`src/rtl/fwd_hazard_ctrl_if.sv`:
```
// -----------------------------------------------------------------------------
// fwd_hazard_ctrl_if
//   Bundles every signal exchanged between the pipeline datapath and the
//   forwarding/hazard controller.
//
//   master : pipeline side (drives stage information, consumes controls)
//   slave  : controller side (consumes stage information, drives controls)
//
//   Pipeline -> controller
//     id_src, ex_src   NREAD packed source register addresses of ID / EX instr
//     ex_wen, ex_rd    EX instr writes regfile / its destination
//     ex_load          EX instr is a load
//     mem_wen, mem_rd  MEM instr writes regfile / its destination
//     mem_load         MEM instr is a load
//     dhit             dcache data valid this cycle
//     mem_dreq         MEM instr accesses dcache
//     wb_wen, wb_rd    WB instr writes regfile / its destination
//   Controller -> pipeline
//     fwd_ex           2-bit EX operand mux select per operand
//     fwd_id           ID regfile bypass of WB result per operand
//     stall_ifid       hold PC and IF/ID
//     flush_idex       insert bubble into ID/EX
//     freeze           hold every pipeline register
//     stall_cnt        count of cycles with stall_ifid or freeze asserted
// -----------------------------------------------------------------------------
interface fwd_hazard_ctrl_if #(
  parameter int REG_W = 5,
  parameter int NREAD = 2,
  parameter int CNT_W = 32
);

  logic [NREAD*REG_W-1:0] id_src;
  logic [NREAD*REG_W-1:0] ex_src;
  logic                   ex_wen;
  logic [REG_W-1:0]       ex_rd;
  logic                   ex_load;
  logic                   mem_wen;
  logic [REG_W-1:0]       mem_rd;
  logic                   mem_load;
  logic                   dhit;
  logic                   mem_dreq;
  logic                   wb_wen;
  logic [REG_W-1:0]       wb_rd;

  logic [NREAD*2-1:0]     fwd_ex;
  logic [NREAD-1:0]       fwd_id;
  logic                   stall_ifid;
  logic                   flush_idex;
  logic                   freeze;
  logic [CNT_W-1:0]       stall_cnt;

  modport master (
    output id_src, ex_src, ex_wen, ex_rd, ex_load,
           mem_wen, mem_rd, mem_load, dhit, mem_dreq,
           wb_wen, wb_rd,
    input  fwd_ex, fwd_id, stall_ifid, flush_idex, freeze, stall_cnt
  );

  modport slave (
    input  id_src, ex_src, ex_wen, ex_rd, ex_load,
           mem_wen, mem_rd, mem_load, dhit, mem_dreq,
           wb_wen, wb_rd,
    output fwd_ex, fwd_id, stall_ifid, flush_idex, freeze, stall_cnt
  );

endinterface

```
`src/rtl/fwd_hazard_ctrl.sv`:
```
// -----------------------------------------------------------------------------
// fwd_hazard_ctrl
//   Forwarding and hazard controller for a 5-stage pipeline.
//   - Combinational EX operand forwarding (MEM result wins over WB result)
//     and ID regfile bypass of the WB result, for NREAD source operands.
//   - Load-use interlock inserting LU_BUB bubbles.
//   - Data-cache miss freeze of the whole pipeline; a miss that lands in the
//     middle of a load-use bubble sequence suspends it and the remaining
//     bubbles resume once the miss is serviced.
//   - Free-running, wrapping stall-cycle performance counter.
//
// Parameters
//   REG_W   register address width
//   NREAD   source operands per instruction (1..4)
//   LU_BUB  load-use bubbles inserted (1..3)
//   CNT_W   stall counter width
//
// Ports
//   CLK     rising-edge clock
//   nRST    asynchronous active-low reset; every output reads 0 while low
//   bus     controller side of fwd_hazard_ctrl_if (see interface header)
// -----------------------------------------------------------------------------
module fwd_hazard_ctrl #(
  parameter int REG_W  = 5,
  parameter int NREAD  = 2,
  parameter int LU_BUB = 1,
  parameter int CNT_W  = 32
) (
  input  logic              CLK,
  input  logic              nRST,
  fwd_hazard_ctrl_if.slave  bus
);

  typedef enum logic [1:0] {
    RUN     = 2'd0,
    BUBBLE  = 2'd1,
    MEMWAIT = 2'd2
  } state_t;

  // Bubbles still owed after the current one, loaded when the first bubble
  // is issued from RUN. With LU_BUB <= 3 two bits are always enough.
  localparam logic [1:0] BUB_INIT = (LU_BUB > 1) ? 2'(LU_BUB - 2) : 2'd0;

  localparam logic [1:0] FWD_RF  = 2'b00;
  localparam logic [1:0] FWD_MEM = 2'b01;
  localparam logic [1:0] FWD_WB  = 2'b10;

  state_t           state, state_n;
  logic [1:0]       bub_cnt, bub_cnt_n;
  logic             resume, resume_n;
  logic [CNT_W-1:0] stall_cnt;

  logic [NREAD*2-1:0] fwd_ex_c;
  logic [NREAD-1:0]   fwd_id_c;
  logic               lu_hit;
  logic               miss;
  logic               stall_c;
  logic               flush_c;
  logic               freeze_c;

  // mem_load is carried on the bus for the pipeline's benefit; the MEM-stage
  // load result is forwarded exactly like any other MEM result.
  logic unused_inputs;
  assign unused_inputs = bus.mem_load;

  // ---------------------------------------------------------------------------
  // Forwarding and load-use detection
  // ---------------------------------------------------------------------------
  // NOTE: every variable written in this block gets a default first, so no
  // path through the loop can leave it unassigned and infer a latch.
  always_comb begin
    logic [REG_W-1:0] src_ex;
    logic [REG_W-1:0] src_id;
    fwd_ex_c = '0;
    fwd_id_c = '0;
    lu_hit   = 1'b0;
    src_ex   = '0;
    src_id   = '0;
    for (int k = 0; k < NREAD; k++) begin
      src_ex = bus.ex_src[k*REG_W +: REG_W];
      src_id = bus.id_src[k*REG_W +: REG_W];

      // Register 0 is hard-wired; it never needs a bypass.
      if (src_ex != '0) begin
        if (bus.mem_wen && (bus.mem_rd == src_ex)) begin
          fwd_ex_c[2*k +: 2] = FWD_MEM;
        end else if (bus.wb_wen && (bus.wb_rd == src_ex)) begin
          fwd_ex_c[2*k +: 2] = FWD_WB;
        end else begin
          fwd_ex_c[2*k +: 2] = FWD_RF;
        end
      end

      if (bus.wb_wen && (bus.wb_rd != '0) && (bus.wb_rd == src_id)) begin
        fwd_id_c[k] = 1'b1;
      end

      if (src_id == bus.ex_rd) begin
        lu_hit = 1'b1;
      end
    end
    lu_hit = lu_hit && bus.ex_load && bus.ex_wen && (bus.ex_rd != '0);
  end

  assign miss = bus.mem_dreq && !bus.dhit;

  // ---------------------------------------------------------------------------
  // Hazard FSM: state register
  // ---------------------------------------------------------------------------
  // NOTE: sequential state uses non-blocking assignments so every register
  // samples the values from before the edge, independent of statement order.
  always_ff @(posedge CLK or negedge nRST) begin
    if (!nRST) begin
      state   <= RUN;
      bub_cnt <= 2'd0;
      resume  <= 1'b0;
    end else begin
      state   <= state_n;
      bub_cnt <= bub_cnt_n;
      resume  <= resume_n;
    end
  end

  // ---------------------------------------------------------------------------
  // Hazard FSM: next state and control decode
  // ---------------------------------------------------------------------------
  always_comb begin
    state_n   = state;
    bub_cnt_n = bub_cnt;
    resume_n  = resume;
    stall_c   = 1'b0;
    flush_c   = 1'b0;
    freeze_c  = 1'b0;

    unique case (state)
      RUN: begin
        // A cache miss outranks the interlock: nothing may move while the
        // dcache is busy, and the load-use case re-evaluates afterwards.
        if (miss) begin
          freeze_c = 1'b1;
          resume_n = 1'b0;
          state_n  = MEMWAIT;
        end else if (lu_hit) begin
          stall_c = 1'b1;
          flush_c = 1'b1;
          if (LU_BUB > 1) begin
            bub_cnt_n = BUB_INIT;
            state_n   = BUBBLE;
          end
        end
      end

      BUBBLE: begin
        // A miss here suspends the sequence: the bubble for this cycle is not
        // issued and bub_cnt is held so the full remainder replays later.
        if (miss) begin
          freeze_c = 1'b1;
          resume_n = 1'b1;
          state_n  = MEMWAIT;
        end else begin
          stall_c = 1'b1;
          flush_c = 1'b1;
          if (bub_cnt == 2'd0) begin
            state_n = RUN;
          end else begin
            bub_cnt_n = bub_cnt - 2'd1;
          end
        end
      end

      MEMWAIT: begin
        // Freeze drops in the same cycle the data arrives.
        if (bus.dhit) begin
          state_n  = resume ? BUBBLE : RUN;
          resume_n = 1'b0;
        end else begin
          freeze_c = 1'b1;
        end
      end

      default: begin
        state_n = RUN;
      end
    endcase

    // Never push a bubble into registers that are being held.
    if (freeze_c) begin
      flush_c = 1'b0;
    end
  end

  // ---------------------------------------------------------------------------
  // Stall-cycle performance counter (wraps, no saturation)
  // ---------------------------------------------------------------------------
  always_ff @(posedge CLK or negedge nRST) begin
    if (!nRST) begin
      stall_cnt <= '0;
    end else if (stall_c || freeze_c) begin
      stall_cnt <= stall_cnt + CNT_W'(1);
    end
  end

  // ---------------------------------------------------------------------------
  // Outputs: forced low for as long as reset is held, regardless of inputs.
  // ---------------------------------------------------------------------------
  assign bus.fwd_ex     = nRST ? fwd_ex_c : '0;
  assign bus.fwd_id     = nRST ? fwd_id_c : '0;
  assign bus.stall_ifid = nRST && stall_c;
  assign bus.flush_idex = nRST && flush_c;
  assign bus.freeze     = nRST && freeze_c;
  assign bus.stall_cnt  = stall_cnt;

endmodule

```
`src/flat_wrapper.sv`:
```
// flat-port wrapper written by rule: the top's interface ports become plain ports
module fwd_hazard_ctrl_flat 
#(
  parameter int REG_W  = 5,
  parameter int NREAD  = 2,
  parameter int LU_BUB = 1,
  parameter int CNT_W  = 32
)
  (CLK, nRST, bus_id_src, bus_ex_src, bus_ex_wen, bus_ex_rd, bus_ex_load, bus_mem_wen, bus_mem_rd, bus_mem_load, bus_dhit, bus_mem_dreq, bus_wb_wen, bus_wb_rd, bus_fwd_ex, bus_fwd_id, bus_stall_ifid, bus_flush_idex, bus_freeze, bus_stall_cnt);
  fwd_hazard_ctrl_if #(.REG_W(REG_W), .NREAD(NREAD), .CNT_W(CNT_W)) bus_i ();
  input  logic CLK;
  input  logic nRST;
  input wire logic [$bits(bus_i.id_src)-1:0] bus_id_src;
  input wire logic [$bits(bus_i.ex_src)-1:0] bus_ex_src;
  input wire logic [$bits(bus_i.ex_wen)-1:0] bus_ex_wen;
  input wire logic [$bits(bus_i.ex_rd)-1:0] bus_ex_rd;
  input wire logic [$bits(bus_i.ex_load)-1:0] bus_ex_load;
  input wire logic [$bits(bus_i.mem_wen)-1:0] bus_mem_wen;
  input wire logic [$bits(bus_i.mem_rd)-1:0] bus_mem_rd;
  input wire logic [$bits(bus_i.mem_load)-1:0] bus_mem_load;
  input wire logic [$bits(bus_i.dhit)-1:0] bus_dhit;
  input wire logic [$bits(bus_i.mem_dreq)-1:0] bus_mem_dreq;
  input wire logic [$bits(bus_i.wb_wen)-1:0] bus_wb_wen;
  input wire logic [$bits(bus_i.wb_rd)-1:0] bus_wb_rd;
  output wire logic [$bits(bus_i.fwd_ex)-1:0] bus_fwd_ex;
  output wire logic [$bits(bus_i.fwd_id)-1:0] bus_fwd_id;
  output wire logic [$bits(bus_i.stall_ifid)-1:0] bus_stall_ifid;
  output wire logic [$bits(bus_i.flush_idex)-1:0] bus_flush_idex;
  output wire logic [$bits(bus_i.freeze)-1:0] bus_freeze;
  output wire logic [$bits(bus_i.stall_cnt)-1:0] bus_stall_cnt;
  assign bus_i.id_src = bus_id_src;
  assign bus_i.ex_src = bus_ex_src;
  assign bus_i.ex_wen = bus_ex_wen;
  assign bus_i.ex_rd = bus_ex_rd;
  assign bus_i.ex_load = bus_ex_load;
  assign bus_i.mem_wen = bus_mem_wen;
  assign bus_i.mem_rd = bus_mem_rd;
  assign bus_i.mem_load = bus_mem_load;
  assign bus_i.dhit = bus_dhit;
  assign bus_i.mem_dreq = bus_mem_dreq;
  assign bus_i.wb_wen = bus_wb_wen;
  assign bus_i.wb_rd = bus_wb_rd;
  assign bus_fwd_ex = bus_i.fwd_ex;
  assign bus_fwd_id = bus_i.fwd_id;
  assign bus_stall_ifid = bus_i.stall_ifid;
  assign bus_flush_idex = bus_i.flush_idex;
  assign bus_freeze = bus_i.freeze;
  assign bus_stall_cnt = bus_i.stall_cnt;
  fwd_hazard_ctrl #(.REG_W(REG_W), .NREAD(NREAD), .LU_BUB(LU_BUB), .CNT_W(CNT_W)) u_core (.CLK(CLK), .nRST(nRST), .bus(bus_i));
endmodule
```
`config.mk`:
```
export PLATFORM = sky130hd
export DESIGN_NAME = fwd_hazard_ctrl_flat
export DESIGN_NICKNAME = d
export VERILOG_FILES = /design/src/rtl/fwd_hazard_ctrl_if.sv /design/src/rtl/fwd_hazard_ctrl.sv /design/src/flat_wrapper.sv
export SDC_FILE = /design/constraint.sdc
export NUM_CORES = 1
export LEC_CHECK = 0
export CORE_MARGIN = 2
export CORE_UTILIZATION = 45
export CTS_CLUSTER_DIAMETER = 80
export CTS_CLUSTER_SIZE = 10
export DETAILED_ROUTE_END_ITERATION = 16
export PLACE_DENSITY = 0.85
export SYNTH_ARGS = -nofsm -noshare
export SYNTH_HDL_FRONTEND = slang
export SYNTH_SLANG_ARGS = --single-unit
export TNS_END_PERCENT = 10
```
`constraint.sdc`:
```
create_clock -name CLK -period 2.8 [get_ports CLK]
set_input_delay 0.56 -clock CLK [delete_from_list [all_inputs] [get_ports CLK]]
set_output_delay 0.56 -clock CLK [all_outputs]
set_load 0.02 [all_outputs]
```
==> impl_metrics.env <==
export IMPL_grt_usage=0.236
export IMPL_fin_skew_ns=0.00453
export IMPL_fin_setup_tns_ns=0
export IMPL_crit_chain="clkdlybuf4s50_1 -> or4_1 -> o211ai_1 -> nor4_1 -> dlygate4sd2_1"
export IMPL_worst_ir_drop_vdd_mv=0.376
export IMPL_insertedDiodeCount=0
export IMPL_vias_per_cell=5.07
export IMPL_rrSetupSlack_ns=0.86
export IMPL_hold_viol=0
export IMPL_antenna_found_initial=0
export IMPL_placed_cells=410
export IMPL_setup_viol=0
export IMPL_r2r_end="u_core.bus.stall_cnt[19]$_DFFE_PN0P_"
export IMPL_layout_min_cycle_time_ns=2.74
export IMPL_grt_pass1_wl_um=10100
export IMPL_start_util=0.476
export IMPL_drt_pre_antenna_iters=4
export IMPL_cts_sinks=37
export IMPL_worstPathRequired_ns=2.24
export IMPL_post_cts_buffers=0
export IMPL_via_count=2120
export IMPL_clk_latency_ns=0.30
export IMPL_synth_cells=231
export IMPL_syn_area_per_cell_um2=9.92
export IMPL_worst_slew_pin_slew_ns=0.458
export IMPL_die_w_um=75.4
export IMPL_initialDrtViolationCount=68
export IMPL_crit_type="primary input to output pin"
export IMPL_synth_area_um2=2290
export IMPL_stdcell_count=418
export IMPL_htree_levels=2
export IMPL_ios=85
export IMPL_clockBufferDepth=2
export IMPL_grt_overflow=0
export IMPL_dp_hpwl_um=4760
export IMPL_fp_coreArea_um2=4820
export IMPL_p_per_area_nw_per_um2=469
export IMPL_r2r_cells=6
export IMPL_arrival_ns=2.18
export IMPL_grt_pass1_vias=2138
export IMPL_maxSlewViolCount=0
export IMPL_p_leak_nw=1.52
export IMPL_drc=0
export IMPL_drive_gt1_frac=0.162
export IMPL_clk_pin_slew_ns=0.08
export IMPL_fin_nets=396
export IMPL_die_area_um2=5680
export IMPL_critPathSlowestCell="or4_1"
export IMPL_total_power_w=0.00166
export IMPL_slowest_delay_ns=0.52
export IMPL_port_buffers=83
export IMPL_place_gp_congestion=0.806
export IMPL_cts_root_buf="clkbuf_8"
export IMPL_hold_buffers=0
export IMPL_maxCapViolations=0
export IMPL_r2r_start="u_core.state[1]$_DFFE_PN0P_"
export IMPL_hp_class="primary input to async pin"
export IMPL_crit_path_start_kind="primary input"
export IMPL_relSlewSlack=0.695
export IMPL_row_count=25
export IMPL_crit_start="bus_wb_rd[1]"
export IMPL_synthDistinctLibCells=38
export IMPL_synth_seq_area_share=0.404
export IMPL_status="complete, no violations"
export IMPL_wl_per_cell_um=15.1
export IMPL_ant_nets=0
export IMPL_ys_warn_count=0
export IMPL_layout_common_cells="74 x clkdlybuf4s50_1, 48 x xnor2_1, 37 x dfrtp_1, 36 x buf_4, 24 x xor2_1"
export IMPL_cp_end_kind="output pin"
export IMPL_place_area_um2=3440
export IMPL_die_y_um=75.4
export IMPL_min_period_over_period=0.979
export IMPL_final_common_cell="clkdlybuf4s50_1"
export IMPL_syn_to_final_growth_pct=54.4
export IMPL_grt_max_degree=38
export IMPL_fin_area_um2=3540
export IMPL_cts_buffers=5
export IMPL_multi_input_area_um2=1330
export IMPL_ys_seq_elements=37
export IMPL_cp_max_fo=2
export IMPL_syn_num_nets=277
export IMPL_fill_cells=350
export IMPL_cts_tree="done"
export IMPL_wl_um=6320
export IMPL_rsz0062_at_grt="false"
export IMPL_fmax_ghz=0.365
export IMPL_seq_area_um2=926
==> Yosys cell counts, drive strengths merged <==
cell type | instances | share of area
a21oi | 3 | 0.0065
a22oi | 1 | 0.0055
and2 | 4 | 0.011
and3 | 10 | 0.027
and3b | 2 | 0.0076
and4 | 2 | 0.0076
buf | 4 | 0.0087
clkbuf | 3 | 0.0049
dfrtp | 37 | 0.40
ha | 2 | 0.011
inv | 3 | 0.0049
mux2 | 1 | 0.0049
nand2 | 14 | 0.023
nand2b | 2 | 0.0055
nand3 | 20 | 0.044
nand3b | 1 | 0.0033
nand4 | 13 | 0.038
nor2 | 11 | 0.019
nor2b | 2 | 0.0055
nor3 | 3 | 0.0065
nor3b | 1 | 0.0033
nor4 | 8 | 0.031
o211ai | 1 | 0.0033
o21ai | 5 | 0.019
o21bai | 1 | 0.0033
o22a | 1 | 0.0038
o22ai | 1 | 0.0027
or4 | 3 | 0.0098
xnor2 | 48 | 0.18
xor2 | 24 | 0.092
==> worst max-delay path: cells and delay by family <==
| kind | cells | cell delay (ns) |
|---|---|---|
| AND/OR/NAND/NOR | 2 | 0.62 |
| buffers and inverters | 2 | 0.77 |
| AO/OA/AOI/OAI | 1 | 0.22 |
==> kinds of logic after synthesis <==
group / synth area share
adders and majority gates: 0.0109
xor gates and xnor gates: 0.275
and+or+nand+nor: 0.242
DFF: 0.404
AOI/OAI and AO/OA: 0.0442
muxes: 0.00491
buffers and inverters: 0.0186
==> per-layer routing <==
layer | GRT usage | vias up | routed length, um
met5 | 0 | - | 0
met4 | 0.0780 | 0 | 114
met3 | 0.0503 | 11 | 306
met2 | 0.423 | 49 | 3210
met1 | 0.281 | 1017 | 2690
li1 | - | 1043 | -
==> what timing repair did <==
action	CTS	global route
gates resized for setup	10	8
setup endpoints to repair	8	5
gates cloned	0	0
==> power breakdown <==
| part | leakage, nW | switching (W) | internal, W | total [W] |
|---|---|---|---|---|
| Combinational | 0.967 | 0.000237 | 0.000269 | 0.000506 |
| Sequential | 0.499 | 0.0000827 | 0.000600 | 0.000682 |
| Clock | 0.0543 | 0.000204 | 0.000266 | 0.000470 |
| Total | 1.52 | 0.000523 | 0.00114 | 0.00166 |
==> flip-flops by register name, summed over array words and instances (netlist names) <==
name                  count
u_core.bub_cnt            2
u_core.bus.stall_cnt     32
u_core.resume             1
u_core.state              2
==> metrics by stage <==
| step | hold WS (ns) | setup WS [ns] | utilization |
|---|---|---|---|
| floorplan | 0.264 | 0.485 | - |
| global placement | 0.470 | -0.234 | 0.714 |
| detailed placement | 0.478 | -0.296 | 0.714 |
| CTS | 0.480 | 0.00355 | 0.737 |
| global route | 0.509 | 0.00000422 | 0.735 |
| finish | 0.463 | 0.0598 | 0.735 |
==> worst max-delay path by stage <==
stage                                end  depth (start not counted)
after floorplan            bus_fwd_id[0]                          4
after global routing       bus_fwd_id[0]                          5
after CTS                 bus_flush_idex                          7
after global placement    bus_flush_idex                          7
after detailed placement  bus_flush_idex                          7
final                      bus_fwd_id[0]                          5
==> cell type report <==
| cell class | count | share of cell area |
|---|---|---|
| multi-input combinational | 184 | 0.375 |
| tap | 67 | 0.0237 |
| inverter | 3 | 0.00318 |
| timing repair buffer | 119 | 0.304 |
| clock buffer | 5 | 0.0194 |
| clock inverter | 3 | 0.0131 |
| sequential | 37 | 0.262 |
Power figures use the tool's default switching activity.
